==> src/rtl/edfic_nest_pkg.sv <==
// rtl/edfic_nest_pkg.sv - shared types and helpers for the EDF nesting controller
//
// Contents:
//   state_e    delivery sequencer states (IDLE, OFFER, ACK)
//   STATS_W    width of the optional claim/miss statistics counters
//   idx_width  index width for a stack of a given depth (at least 1 bit)
//   sat_inc    saturating increment for the statistics counters
//
// The stack entry struct depends on module parameters, so it is declared
// inside edfic_nest_stack where IdWidth/DlWidth are known.

package edfic_nest_pkg;

    typedef enum logic [1:0] {
        IDLE  = 2'd0,
        OFFER = 2'd1,
        ACK   = 2'd2
    } state_e;

    localparam int STATS_W = 16;

    function automatic int idx_width(input int depth);
        return (depth > 1) ? $clog2(depth) : 1;
    endfunction

    function automatic logic [STATS_W-1:0] sat_inc(input logic [STATS_W-1:0] v);
        return (v == {STATS_W{1'b1}}) ? v : v + STATS_W'(1);
    endfunction

endpackage

==> src/rtl/edfic_nest_stack.sv <==
// rtl/edfic_nest_stack.sv - LIFO of running interrupts {id, absolute deadline, reported}
//
// Ports:
//   clk_i, rst_ni   clock, asynchronous active-low reset
//   push            write {push_id, push_abs, reported=0} as the new top
//   push_id/abs     entry contents for push
//   pop             remove the top entry (ignored when empty)
//   set_reported    mark the current top entry as already reported missed
//   level           number of valid entries (0..Depth)
//   top_id/abs      top entry fields, zero when empty
//   top_reported    top entry reported flag, zero when empty
//
// push and pop together replace the top entry and leave level unchanged.

module edfic_nest_stack
    import edfic_nest_pkg::*;
#(
    parameter int IdWidth  = 2,
    parameter int DlWidth  = 24,
    parameter int Depth    = 4,
    parameter int LvlWidth = $clog2(Depth + 1)
) (
    input  logic                clk_i,
    input  logic                rst_ni,
    input  logic                push,
    input  logic [IdWidth-1:0]  push_id,
    input  logic [DlWidth-1:0]  push_abs,
    input  logic                pop,
    input  logic                set_reported,
    output logic [LvlWidth-1:0] level,
    output logic [IdWidth-1:0]  top_id,
    output logic [DlWidth-1:0]  top_abs,
    output logic                top_reported
);

    localparam int IdxW = idx_width(Depth);
    localparam logic [LvlWidth-1:0] DepthL = LvlWidth'(Depth);

    typedef struct packed {
        logic [IdWidth-1:0] id;
        logic [DlWidth-1:0] abs_dl;
        logic               reported;
    } entry_t;

    entry_t              mem [Depth];
    logic [LvlWidth-1:0] lvl_q;
    logic                empty;
    logic                full;
    logic [IdxW-1:0]     top_idx;
    logic [IdxW-1:0]     nxt_idx;

    assign empty   = (lvl_q == '0);
    assign full    = (lvl_q == DepthL);
    assign top_idx = IdxW'(lvl_q - LvlWidth'(1));
    assign nxt_idx = IdxW'(lvl_q);

    always_ff @(posedge clk_i or negedge rst_ni) begin
        if (!rst_ni) begin
            lvl_q <= '0;
            for (int i = 0; i < Depth; i++) begin
                mem[i] <= '0;
            end
        end else begin
            if (set_reported && !empty) begin
                mem[top_idx].reported <= 1'b1;
            end
            // A replacing push must win over set_reported on the same slot.
            if (push && pop && !empty) begin
                mem[top_idx] <= '{id: push_id, abs_dl: push_abs, reported: 1'b0};
            end else if (push && !full) begin
                mem[nxt_idx] <= '{id: push_id, abs_dl: push_abs, reported: 1'b0};
                lvl_q        <= lvl_q + LvlWidth'(1);
            end else if (pop && !empty) begin
                lvl_q <= lvl_q - LvlWidth'(1);
            end
        end
    end

    assign level        = lvl_q;
    assign top_id       = empty ? '0 : mem[top_idx].id;
    assign top_abs      = empty ? '0 : mem[top_idx].abs_dl;
    assign top_reported = empty ? 1'b0 : mem[top_idx].reported;

endmodule

==> src/rtl/edfic_nest_ctrl.sv <==
// rtl/edfic_nest_ctrl.sv - EDF interrupt delivery sequencer with preemptive nesting
//
// Optional feature macro: EDFIC_NEST_STATS_EN (claim/miss counters; tied to 0 when undefined)
//
// Ports:
//   clk_i, rst_ni             clock, asynchronous active-low reset
//   mtime_i                   platform time; DlWidth bits from DlClip form "now"
//   irq_valid_i/id_i/dl_i     controller winner; dl is relative to now
//   irq_ack_o/ack_id_o        one-cycle claim pulse back to the controller
//   core_irq_o/core_irq_id_o  interrupt offered to the hart
//   core_claim_i              hart takes the offered interrupt
//   core_done_i               hart returned from the innermost handler
//   level_o, cur_id_o         nesting depth and id on top of stack
//   miss_o, miss_id_o         one-cycle pulse when the top entry's deadline passes
//   err_o                     sticky: completion seen with nothing running
//   claim_cnt_o, miss_cnt_o   saturating statistics counters

module edfic_nest_ctrl
    import edfic_nest_pkg::*;
#(
    parameter int NrIrqs   = 4,
    parameter int IdWidth  = $clog2(NrIrqs),
    parameter int DlWidth  = 24,
    parameter int DlClip   = 0,
    parameter int Depth    = 4,
    parameter int LvlWidth = $clog2(Depth + 1)
) (
    input  logic                clk_i,
    input  logic                rst_ni,
    input  logic [63:0]         mtime_i,
    input  logic                irq_valid_i,
    input  logic [IdWidth-1:0]  irq_id_i,
    input  logic [DlWidth-1:0]  irq_dl_i,
    output logic                irq_ack_o,
    output logic [IdWidth-1:0]  irq_ack_id_o,
    output logic                core_irq_o,
    output logic [IdWidth-1:0]  core_irq_id_o,
    input  logic                core_claim_i,
    input  logic                core_done_i,
    output logic [LvlWidth-1:0] level_o,
    output logic [IdWidth-1:0]  cur_id_o,
    output logic                miss_o,
    output logic [IdWidth-1:0]  miss_id_o,
    output logic                err_o,
    output logic [STATS_W-1:0]  claim_cnt_o,
    output logic [STATS_W-1:0]  miss_cnt_o
);

    localparam logic [LvlWidth-1:0] DepthL = LvlWidth'(Depth);

    state_e              state_q, state_d;
    logic [IdWidth-1:0]  lid_q;
    logic [DlWidth-1:0]  labs_q;
    logic [DlWidth-1:0]  now;
    logic [DlWidth-1:0]  abs_new;
    logic [DlWidth-1:0]  top_slack;
    logic [LvlWidth-1:0] level;
    logic [IdWidth-1:0]  top_id;
    logic [DlWidth-1:0]  top_abs;
    logic                top_reported;
    logic                preempt;
    logic                withdraw;
    logic                miss_cond;
    logic                miss_q;
    logic [IdWidth-1:0]  miss_id_q;
    logic                err_q;
    logic                unused_mtime;

    // Only a window of mtime is used; fold the rest so it is not left dangling.
    assign unused_mtime = ^mtime_i;

    assign now       = mtime_i[DlClip +: DlWidth];
    assign abs_new   = irq_dl_i + now;
    assign top_slack = top_abs - now;

    // Strictly earlier than the running handler's remaining slack; ties never preempt.
    assign preempt = irq_valid_i && (level < DepthL) &&
                     ((level == '0) || (irq_dl_i < top_slack));

    // A completion in the same cycle only raises the threshold, so the stale
    // comparison is not allowed to withdraw; the next cycle sees the popped stack.
    assign withdraw = !irq_valid_i || (irq_id_i != lid_q) || (!core_done_i && !preempt);

    // Slack wraps negative once the deadline is behind now.
    assign miss_cond = (level != '0) && top_slack[DlWidth-1] && !top_reported;

    edfic_nest_stack #(
        .IdWidth (IdWidth),
        .DlWidth (DlWidth),
        .Depth   (Depth),
        .LvlWidth(LvlWidth)
    ) u_stack (
        .clk_i       (clk_i),
        .rst_ni      (rst_ni),
        .push        (state_q == ACK),
        .push_id     (lid_q),
        .push_abs    (labs_q),
        .pop         (core_done_i),
        .set_reported(miss_cond),
        .level       (level),
        .top_id      (top_id),
        .top_abs     (top_abs),
        .top_reported(top_reported)
    );

    always_ff @(posedge clk_i or negedge rst_ni) begin
        if (!rst_ni) begin
            state_q <= IDLE;
        end else begin
            state_q <= state_d;
        end
    end

    always_comb begin
        state_d = state_q;
        unique case (state_q)
            IDLE: begin
                if (preempt) begin
                    state_d = OFFER;
                end
            end
            OFFER: begin
                if (core_claim_i) begin
                    state_d = ACK;
                end else if (withdraw) begin
                    state_d = IDLE;
                end
            end
            ACK:     state_d = IDLE;
            default: state_d = IDLE;
        endcase
    end

    always_comb begin
        core_irq_o    = 1'b0;
        core_irq_id_o = '0;
        irq_ack_o     = 1'b0;
        irq_ack_id_o  = '0;
        unique case (state_q)
            OFFER: begin
                core_irq_o    = 1'b1;
                core_irq_id_o = lid_q;
            end
            ACK: begin
                irq_ack_o    = 1'b1;
                irq_ack_id_o = lid_q;
            end
            default: begin
            end
        endcase
    end

    always_ff @(posedge clk_i or negedge rst_ni) begin
        if (!rst_ni) begin
            lid_q     <= '0;
            labs_q    <= '0;
            miss_q    <= 1'b0;
            miss_id_q <= '0;
            err_q     <= 1'b0;
        end else begin
            if (state_q == IDLE && preempt) begin
                lid_q  <= irq_id_i;
                labs_q <= abs_new;
            end
            miss_q <= miss_cond;
            if (miss_cond) begin
                miss_id_q <= top_id;
            end
            if (core_done_i && level == '0) begin
                err_q <= 1'b1;
            end
        end
    end

    assign level_o   = level;
    assign cur_id_o  = top_id;
    assign miss_o    = miss_q;
    assign miss_id_o = miss_id_q;
    assign err_o     = err_q;

`ifdef EDFIC_NEST_STATS_EN
    logic [STATS_W-1:0] claim_cnt_q;
    logic [STATS_W-1:0] miss_cnt_q;

    always_ff @(posedge clk_i or negedge rst_ni) begin
        if (!rst_ni) begin
            claim_cnt_q <= '0;
            miss_cnt_q  <= '0;
        end else begin
            if (state_q == ACK) begin
                claim_cnt_q <= sat_inc(claim_cnt_q);
            end
            if (miss_cond) begin
                miss_cnt_q <= sat_inc(miss_cnt_q);
            end
        end
    end

    assign claim_cnt_o = claim_cnt_q;
    assign miss_cnt_o  = miss_cnt_q;
`else
    assign claim_cnt_o = '0;
    assign miss_cnt_o  = '0;
`endif

endmodule
==> config.mk <==
export PLATFORM = sky130hd
export DESIGN_NAME = edfic_nest_ctrl
export DESIGN_NICKNAME = d
export VERILOG_FILES = /design/src/rtl/edfic_nest_pkg.sv /design/src/rtl/edfic_nest_stack.sv /design/src/rtl/edfic_nest_ctrl.sv
export SDC_FILE = /design/constraint.sdc
export NUM_CORES = 1
export LEC_CHECK = 0
export BUFFER_PORTS_ARGS = -buffer_cell sky130_fd_sc_hd__buf_2
export CORE_UTILIZATION = 38
export CTS_CLUSTER_SIZE = 20
export DETAILED_ROUTE_END_ITERATION = 12
export MAX_ROUTING_LAYER = met4
export SETUP_SLACK_MARGIN = 0.02
export SYNTH_ARGS = -nofsm -noshare
export SYNTH_HDL_FRONTEND = slang
export SYNTH_SLANG_ARGS = --single-unit
export TNS_END_PERCENT = 10
==> constraint.sdc <==
create_clock -name clk_i -period 19.8 [get_ports clk_i]
set_clock_uncertainty 0.05 [all_clocks]
set_input_delay 3.96 -clock clk_i [delete_from_list [all_inputs] [get_ports clk_i]]
set_output_delay 3.96 -clock clk_i [all_outputs]
set_load 0.005 [all_outputs]
After elaboration in Yosys (flattened, before gate mapping) --
Index checks and enable logic that the tools add are counted.
Word-level totals: flip-flop bits (word level) 143, latch bits 0, bits in writable memories 0, ROM bits 0, bits of input ports 95, output and inout bits 47, word-level logic and storage cells 95, memories 0
Operators by class: add/subtract/negate cells 4, multiply operators 0, div/mod/pow operators 0, order comparisons 6, equal/unequal tests 6, shift-type cells 0, multiplexer cells 28, bitwise logic cells 3, reductions and logical operators 29
Operators with widths (count):
- $bwmux W108 | 3
- $mux W108 | 3
- $demux W27 S2 | 3
- $mux W27 | 4
- $bmux W27 S2 | 1
- $add A24 B24 Y24 | 1
- $lt A24 B24 Y1 | 1
- $mux W24 | 1
- $sub A24 B24 Y24 | 1
- $logic_and A1 B1 Y1 | 14
- $mux W2 | 6
- $ge A3 B3 Y1 const B | 2
- $logic_not A1 Y1 | 6
- $lt A3 B1 Y1 const B | 2
- $mux W3 | 2
- $not A2 Y3 | 2
- $mux W1 | 4
- $pmux W2 S2 | 1
- $reduce_and A2 Y1 | 2
- $add A3 B1 Y3 const B | 1
- $eq A3 B3 Y1 const B | 1
- $logic_not A3 Y1 | 1
- $logic_or A1 B1 Y1 | 3
- $lt A3 B3 Y1 const B | 1
- other kinds (10) | 10

Logic depth before layout (Yosys ltp) --
Gate-level depths: netlist (run 1).
depth in word-level cells 16, gate-level depth with buffers 30

By module --
A second synthesis (run 1) with hierarchy kept.
Unflattened totals: cell total of the unflattened synthesis 856, area, all modules 9798.1 um^2
Modules (own cells, without submodules):
- edfic_nest_stack | times used 1, cells each 350, area each 5485.3 um^2
- edfic_nest_ctrl | times used 1, cells each 506, area each 4312.9 um^2

Least setup slack after synthesis (run 1) --
No wires, ideal clock.
kind input-to-reg, start point in mtime_i[0], end point reg labs_q[21], library setup time 0.122 ns, data arrival time 7.574 ns, data required time 19.628 ns, slack 12.055 ns, stages on the path 20, buffers on the path 1, cell sequence ha_1 > inv_1 > fa_1 > a211oi_1 > nor2_1 > o311ai_0 > a21oi_1 > o31a_1 > o211a_1 > o21ai_0 > o31ai_1 > ha_1 > a21o_1 > a21oi_1 > o21ai_0 > or3_1 > nor2_1 > a21oi_1 > clkbuf_1 > a32o_1
On the way: cells in the longest elaborated chain, start to end 5, elaborated cells between the ends (all ways) 6, those cells by class add/sub: 2; order compare: 1; reduce/logical: 3
Ends and longest elaborated chain:
- start: declaration | line edfic_nest_ctrl.sv:30 | input logic [63:0] mtime_i,
- $sub A24 B24 Y24 | line edfic_nest_ctrl.sv:74 | assign top_slack = top_abs - now;
- $lt A24 B24 Y1 | line edfic_nest_ctrl.sv:78 | ((level == '0) || (irq_dl_i < top_slack));
- $logic_or A1 B1 Y1 | line edfic_nest_ctrl.sv:78
- $logic_and A1 B1 Y1 | line edfic_nest_ctrl.sv:77 | assign preempt = irq_valid_i && (level < DepthL) &&
- $logic_and A1 B1 Y1 | line edfic_nest_ctrl.sv:161 | if (state_q == IDLE && preempt) begin
- end signal: assignment | line edfic_nest_ctrl.sv:163 | labs_q <= abs_new;
- end: declaration | line edfic_nest_ctrl.sv:53 | logic [DlWidth-1:0] labs_q;
Parallel ways exist; a longest one is shown, timed or not. A chain may end at the register's enable or synchronous reset.

Worst setup path after layout (run 1) --
Ends and elaborated chain as after synthesis.

==> results of run 1 <==
## cell usage in the layout (no fill, tap or decap), types with 5 or more instances in the layout
cell type,Yosys,routed
dfrtp_1,143,142
mux2_2,107,107
ha_1,74,74
buf_2,1,68
o21ai_0,59,59
a21oi_1,45,43
nand2_1,43,43
inv_1,35,35
conb_1,1,32
and2_1,30,30
a21o_1,29,29
mux4_2,27,27
xor2_1,22,22
nor2_1,24,21
xnor2_1,18,18
clkbuf_16,0,17
nor2b_1,13,13
nand2b_1,12,12
o21a_1,10,10
nand3_1,8,8
a211oi_1,7,7
o31ai_1,7,7
nor3_1,7,7
clkinvlp_4,0,6
buf_4,32,6
or3_1,5,5
## final cells by class
cell class | instances | area [sq um] | area share
Multi-Input combinational cell | 637 | 5400 | 0.513
Inverter | 37 | 139 | 0.0132
Tap cell | 319 | 399 | 0.0379
Sequential cell | 143 | 3580 | 0.340
Clock buffer | 18 | 439 | 0.0417
Timing Repair Buffer | 75 | 397 | 0.0377
Clock inverter | 14 | 168 | 0.0159
## worst max-delay path, cell delays in order
cell      delay (ns)
buf_2           0.11
ha_1            0.17
inv_1           0.06
fa_1            0.45
a211oi_1        0.24
nor2_1          0.10
o311ai_0        0.78
a21oi_1         0.26
o31a_1          0.39
o21ai_0         0.29
nor4_1          0.08
nor3_1          0.25
ha_1            0.29
a21oi_1         0.16
o21ai_0         0.12
or3_1           0.34
nor2_1          0.22
a21oi_4         0.08
buf_4           0.31
a221oi_1        0.29
a32o_1          0.21
## layer usage
layer,vias to the layer above,routed length [microns],global-route usage,part of all wire
met1,3293,10300,0.248,0.48
met4,0,278,0.0559,0.013
li1,3155,-,-,-
met3,17,601,0.0264,0.028
met2,111,10200,0.301,0.48
met5,-,0,-,0
## cell usage after synthesis, types with 12 or more instances
master / number / share of area
mux2_2: 107 / 0.13
dfrtp_1: 143 / 0.38
nand2b_1: 12 / 0.0081
nor2_1: 24 / 0.0097
mux4_2: 27 / 0.065
xor2_1: 22 / 0.021
inv_1: 35 / 0.014
xnor2_1: 18 / 0.017
a21oi_1: 45 / 0.024
ha_1: 74 / 0.099
nor2b_1: 13 / 0.0087
buf_4: 32 / 0.026
nand2_1: 43 / 0.017
clkbuf_1: 24 / 0.0097
o21ai_0: 59 / 0.032
and2_1: 30 / 0.020
a21o_1: 29 / 0.023
## per-stage QoR
step | hold WS (ns) | util | cell area, sq um | total power, mW | worst slack (ns)
3_5_place_dp | 0.392 | 0.417 | 9920 | 1.52 | 10.47
6_report | 0.401 | 0.443 | 10500 | 1.83 | 10.93
4_1_cts | 0.405 | 0.443 | 10500 | 1.85 | 10.87
2_1_floorplan | 0.401 | - | 9420 | 1.25 | 12.05
3_3_place_gp | 0.389 | 0.417 | 9920 | 1.50 | 10.52
5_1_grt | 0.442 | 0.443 | 10500 | 1.99 | 10.48
## how the worst min path moves through the flow
stage                from  endpoint  slack (ns)  cells past startpoint
finish              err_o     err_o        0.40                      1
global placement    err_o     err_o        0.39                      1
floorplan           err_o     err_o        0.40                      1
global route        err_o     err_o        0.44                      1
CTS                 err_o     err_o        0.41                      1
detailed placement  err_o     err_o        0.39                      1
## power by group through the flow
stage               clock, mW  sequential [mW]  combinational (mW)
global placement            0            0.505               0.993
detailed placement          0            0.509                1.01
floorplan                   0            0.479               0.769
CTS                     0.331            0.505                1.01
finish                  0.325            0.505                1.00
global route            0.343            0.525                1.12
## cells by family (layout without fill, tap and decap cells)
| group | after synthesis | in the layout | synth area share |
|---|---|---|---|
| flip-flops | 143 | 143 | 0.384 |
| buffers and inverters | 96 | 144 | 0.0518 |
| other | 1 | 32 | 0.000403 |
| adder cells (fa/ha/maj) | 76 | 76 | 0.104 |
| multiplexers | 138 | 138 | 0.202 |
| XOR/XNOR | 40 | 40 | 0.0376 |
| AND/OR/NAND/NOR | 162 | 162 | 0.0917 |
| AO/OA/AOI/OAI | 189 | 189 | 0.129 |
## sequential cells by signal, indices dropped and copies added, names as in the netlist
name,cells
u_stack.mem,108
labs_q,24
u_stack.level,3
lid_q,2
miss_id_o,2
state_q,2
err_o,1
miss_o,1
==> results.sh, run 1 <==
export IMPL_status="complete, no violations"
export IMPL_netSwitchingPower_mw=0.732
export IMPL_hp_class="reg -> reg"
export IMPL_cts_hold_buf=0
export IMPL_crit_path_end="labs_q[21]"
export IMPL_nNetsFinal=1082
export IMPL_synth_cells=845
export IMPL_grt_overflow_total=0
export IMPL_root_buffer="clkbuf_16"
export IMPL_grt_pass1_wl_microns=34800
export IMPL_rsz0062_at_grt="no"
export IMPL_num_vias=6576
export IMPL_slew_viol_final=0
export IMPL_gp_congestion=0.817
export IMPL_syn_area_sq_mm=0.00931
export IMPL_core_area_sq_mm=0.0238
export IMPL_h_tree_depth=4
export IMPL_maxCapViolCount=0
export IMPL_die_h_microns=159
export IMPL_fin_crit_ns=8.87
export IMPL_drive_above_1_share=0.276
export IMPL_reg2reg_depth=23
export IMPL_clkTransAtPathRegs_ns=0.06
export IMPL_dp_hpwl_microns=15400
export IMPL_tightest_slew_ns=1.05
export IMPL_fillCellCount=2214
export IMPL_max_slew_margin=0.297
export IMPL_setup_viol=0
export IMPL_fin_crit_sh=0.448
export IMPL_final_hold_viol_count=0
export IMPL_drt_wl_total_microns=21400
export IMPL_tns_ns=0
export IMPL_end_kind="flip-flop"
export IMPL_wl_per_cell_microns=17.2
export IMPL_clkPwrFrac=0.177
export IMPL_postCtsSetupRepairBufs=0
export IMPL_io_pins=142
export IMPL_area_delta_synth_final_pct=13.1
export IMPL_drtAntennaViolNets=0
export IMPL_drtIter0Drc=376
export IMPL_reg2reg_slack_ns=12.85
export IMPL_grt_max_degree=85
export IMPL_r2r_start="u_stack.level[1]"
export IMPL_finalNonFillerCells=1243
export IMPL_critPathMaxFanout=45
export IMPL_cts_tree="yes"
export IMPL_pwr_share_seq=0.276
export IMPL_pwr_share_comb=0.546
export IMPL_cts_resized=0
export IMPL_p_int_mw=1.10
export IMPL_r2r_end="labs_q[21]"
export IMPL_critPathLaunchType="primary input"
export IMPL_dr_pass1_iters=4
export IMPL_avgSynthCellArea_sq_um=11.0
export IMPL_clock_latency_ns=0.42
export IMPL_antenna_found_initial=0
export IMPL_async_reset_ff_frac=1.00
export IMPL_io_buffers=69
export IMPL_irDropWorstVdd_mv=0.0910
export IMPL_die_area_sq_mm=0.0251
export IMPL_die_w_microns=159
export IMPL_fmax_ghz=0.113
export IMPL_leakage_nw=5.06
export IMPL_grt_total_usage=0.188
export IMPL_diodes=0
export IMPL_clockBufferDepth=2
export IMPL_cts_buffers=17
export IMPL_rows=56
export IMPL_clock_sinks=143
export IMPL_synth_ff_type="dfrtp_1"
export IMPL_yosys_warnings=0
export IMPL_synth_edff_count=0
export IMPL_p_sw_frac=0.400
export IMPL_ys_types=62
export IMPL_dp_cells=1211
export IMPL_ys_ff_latch=143
export IMPL_startpoint="mtime_i[0]"
export IMPL_p_per_area_mw_per_mm2=174
export IMPL_remaining_drc_errors=0
export IMPL_required_ns=20.10
export IMPL_first_global_vias=6534
export IMPL_yosysSeqAreaShare=0.384
export IMPL_crit_type="in -> reg"
export IMPL_initial_core_util=0.392
export IMPL_critical_path_arrival_ns=9.17
export IMPL_viasPerCell=5.29
Power figures use the tool's default switching activity.
==> run 2, diff against run 1 <==
--- a/config.mk
+++ b/config.mk
@@ -5,6 +5,7 @@
 export SDC_FILE = /design/constraint.sdc
 export NUM_CORES = 1
 export LEC_CHECK = 0
+export ABC_AREA = 1
 export BUFFER_PORTS_ARGS = -buffer_cell sky130_fd_sc_hd__buf_2
 export CORE_UTILIZATION = 38
 export CTS_CLUSTER_SIZE = 20
==> constraint.sdc (replaced) <==
create_clock -name clk_i -period 9 [get_ports clk_i]
set_clock_uncertainty 0.05 [all_clocks]
set_input_delay 1.8 -clock clk_i [delete_from_list [all_inputs] [get_ports clk_i]]
set_output_delay 1.8 -clock clk_i [all_outputs]
set_load 0.005 [all_outputs]
==> run 2 against run 1 <==
  * Routed wire length is 45% higher
  * Area after synthesis rose by 12%
  * Via count up 45%
  * Synthesized cell count increased by 75%
  * Critical path depth is 9 higher
  * Setup slack worse by 7.7 ns
  * Cell area increased by 9.1%
  * Hold slack gained 0.022 ns
  * Power grew to 3.0 times the previous value
  * Count of clock-buffer cells in the layout unchanged
  * Register-to-register slack worse by 9.7 ns
  * Largest power group unchanged
  * Highest routed layer unchanged
==> results.sh, run 2 <==
export IMPL_status="complete, no violations"
export IMPL_min_from="labs_q[10]"
export IMPL_viasPerCell=5.08
export IMPL_startpoint="u_stack.level[1]"
export IMPL_tightest_slew_ns=0.979
export IMPL_core_area_sq_mm=0.0269
export IMPL_slew_viol_final=0
export IMPL_yosysMostFrequentCell="nand2_1"
export IMPL_fin_crit_sh=0.645
export IMPL_first_global_vias=8995
export IMPL_clockBufferDepth=2
export IMPL_p_per_area_mw_per_mm2=473
export IMPL_die_w_microns=167
export IMPL_largest_reg_flops=108
export IMPL_initial_core_util=0.387
export IMPL_clock_latency_ns=0.43
export IMPL_final_hold_viol_count=0
export IMPL_num_vias=9566
export IMPL_async_reset_ff_frac=1.00
export IMPL_dp_hpwl_microns=23600
export IMPL_cts_tree="yes"
export IMPL_remaining_drc_errors=0
export IMPL_drive_above_1_share=0.0921
export IMPL_fin_area_sq_mm=0.0115
export IMPL_required_ns=9.24
export IMPL_critPathMaxFanout=28
export IMPL_rsz0062_at_grt="no"
export IMPL_area_delta_synth_final_pct=10.4
export IMPL_nNetsFinal=1700
export IMPL_pwr_share_comb=0.665
export IMPL_postCtsSetupRepairBufs=0
export IMPL_critPathLaunchType="flip-flop"
export IMPL_gp_congestion=0.984
export IMPL_final_common_cell="nand2_1"
export IMPL_root_buffer="clkbuf_16"
export IMPL_dr_pass1_iters=5
export IMPL_ys_top_cells_by_count="nand2_1, nor2_1, inv_1"
export IMPL_setup_viol=0
export IMPL_slowest_delay_ns=0.71
export IMPL_fin_crit_ns=5.80
export IMPL_drtIter0Drc=613
export IMPL_die_area_sq_mm=0.0280
export IMPL_antenna_found_initial=0
export IMPL_yosysSeqAreaShare=0.344
export IMPL_clkPwrFrac=0.136
export IMPL_dp_cells=1851
export IMPL_final_cell_mix="nand2_1, nor2_1, inv_1, o21ai_0, dfrtp_1"
export IMPL_drtAntennaViolNets=0
export IMPL_cts_resized=0
export IMPL_tns_ns=0
export IMPL_h_tree_depth=4
export IMPL_grt_pass1_wl_microns=49600
export IMPL_avgSynthCellArea_sq_um=7.04
export IMPL_reg2reg_depth=30
export IMPL_grt_overflow_total=0
export IMPL_wl_per_cell_microns=16.5
export IMPL_clock_sinks=143
export IMPL_maxCapViolCount=0
export IMPL_ys_types=45
export IMPL_io_buffers=69
export IMPL_pwr_share_seq=0.199
export IMPL_yosysTopAreaCellShare=0.344
export IMPL_die_h_microns=167
export IMPL_fmax_ghz=0.172
export IMPL_min_path_cells=2
export IMPL_grt_max_degree=76
export IMPL_crit_top_cell="nand2_1"
export IMPL_ys_ff_latch=143
export IMPL_synth_edff_count=0
export IMPL_critical_path_arrival_ns=6.05
export IMPL_irDropWorstVdd_mv=0.199
export IMPL_io_pins=142
export IMPL_hold_ws_ns=0.423
export IMPL_drt_wl_total_microns=31100
export IMPL_clkTransAtPathRegs_ns=0.07
export IMPL_synth_ff_type="dfrtp_1"
export IMPL_finalNonFillerCells=1883
export IMPL_largest_register="u_stack.mem"
export IMPL_syn_area_sq_mm=0.0104
export IMPL_leakage_nw=6.11
export IMPL_yosys_warnings=0
export IMPL_r2r_start="u_stack.level[1]"
export IMPL_cts_buffers=17
export IMPL_crit_type="reg -> reg"
export IMPL_diodes=0
export IMPL_max_slew_margin=0.347
export IMPL_p_int_mw=2.59
export IMPL_cts_hold_buf=0
export IMPL_end_kind="flip-flop"
export IMPL_netSwitchingPower_mw=2.83
export IMPL_synth_top_area_cell="dfrtp_1"
export IMPL_p_sw_frac=0.522
export IMPL_rows=60
export IMPL_slowest_stage="inv_1"
export IMPL_synthTopCellsByArea="dfrtp_1, nand2_1, ha_1, o21ai_0, nor2_1"
export IMPL_grt_total_usage=0.236
export IMPL_hp_class="reg -> reg"
export IMPL_place_area_sq_mm=0.0109
export IMPL_synth_cells=1478
-- run 2: cell type report --
class,instances,area (sq um)
clock buffer,18,439
clock inverter,14,170
fill,2883,15400
inverter,169,637
multi-input combinational,1117,5790
sequential,143,3580
tap,341,427
timing repair buffer,81,442
-- run 2: power by group through the flow --
stage	Clock [mW]	Sequential, mW	Combinational [mW]
2_1_floorplan	0	1.05	2.65
3_3_place_gp	0	1.08	3.55
3_5_place_dp	0	1.09	3.60
4_1_cts	0.750	1.08	3.62
5_1_grt	0.775	1.12	4.09
6_report	0.740	1.08	3.61
-- run 2: path summary, 6_finish.rpt --
check	end	slack [ns]
max	labs_q[6]	3.20
min	labs_q[10]	0.42
max reg2reg	labs_q[6]	3.20
min reg2reg	labs_q[10]	0.42
max in group asynchronous	u_stack.mem[15]	6.18
min in group asynchronous	miss_o	1.33
-- run 2: per-layer routing --
| layer | vias to the layer above | track usage | share of wire |
|---|---|---|---|
| li1 | 4814 | - | - |
| met1 | 4511 | 0.322 | 0.48 |
| met2 | 213 | 0.377 | 0.47 |
| met3 | 28 | 0.0217 | 0.038 |
| met4 | 0 | 0.0618 | 0.017 |
| met5 | - | - | 0 |
-- run 2: per-stage QoR --
step	power, mW	util	worst slack [ns]
final	5.43	0.427	3.20
after global placement	4.63	0.405	3.20
after CTS	5.45	0.427	3.20
after detailed placement	4.69	0.405	3.20
after floorplan	3.70	-	4.17
after global routing	5.98	0.427	2.78
-- run 2: worst max-delay path, delay by kind of cell, from the launching register on --
family                   cells  cell delay (ns)
AO/OA/AOI/OAI                4             0.55
buffers and inverters        4             1.03
flip-flops                   1             0.42
AND/OR/NAND/NOR             17             2.34
adder cells (fa/ha/maj)      4             0.99
XOR/XNOR                     1             0.24
-- run 2: kinds of logic after synthesis --
| logic type | synth area share |
|---|---|
| DFF | 0.344 |
| xor gates and xnor gates | 0.0303 |
| other | 0.000360 |
| buffers and inverters | 0.113 |
| adders and majority gates | 0.0928 |
| AOI/OAI and AO/OA | 0.142 |
| and+or+nand+nor | 0.277 |
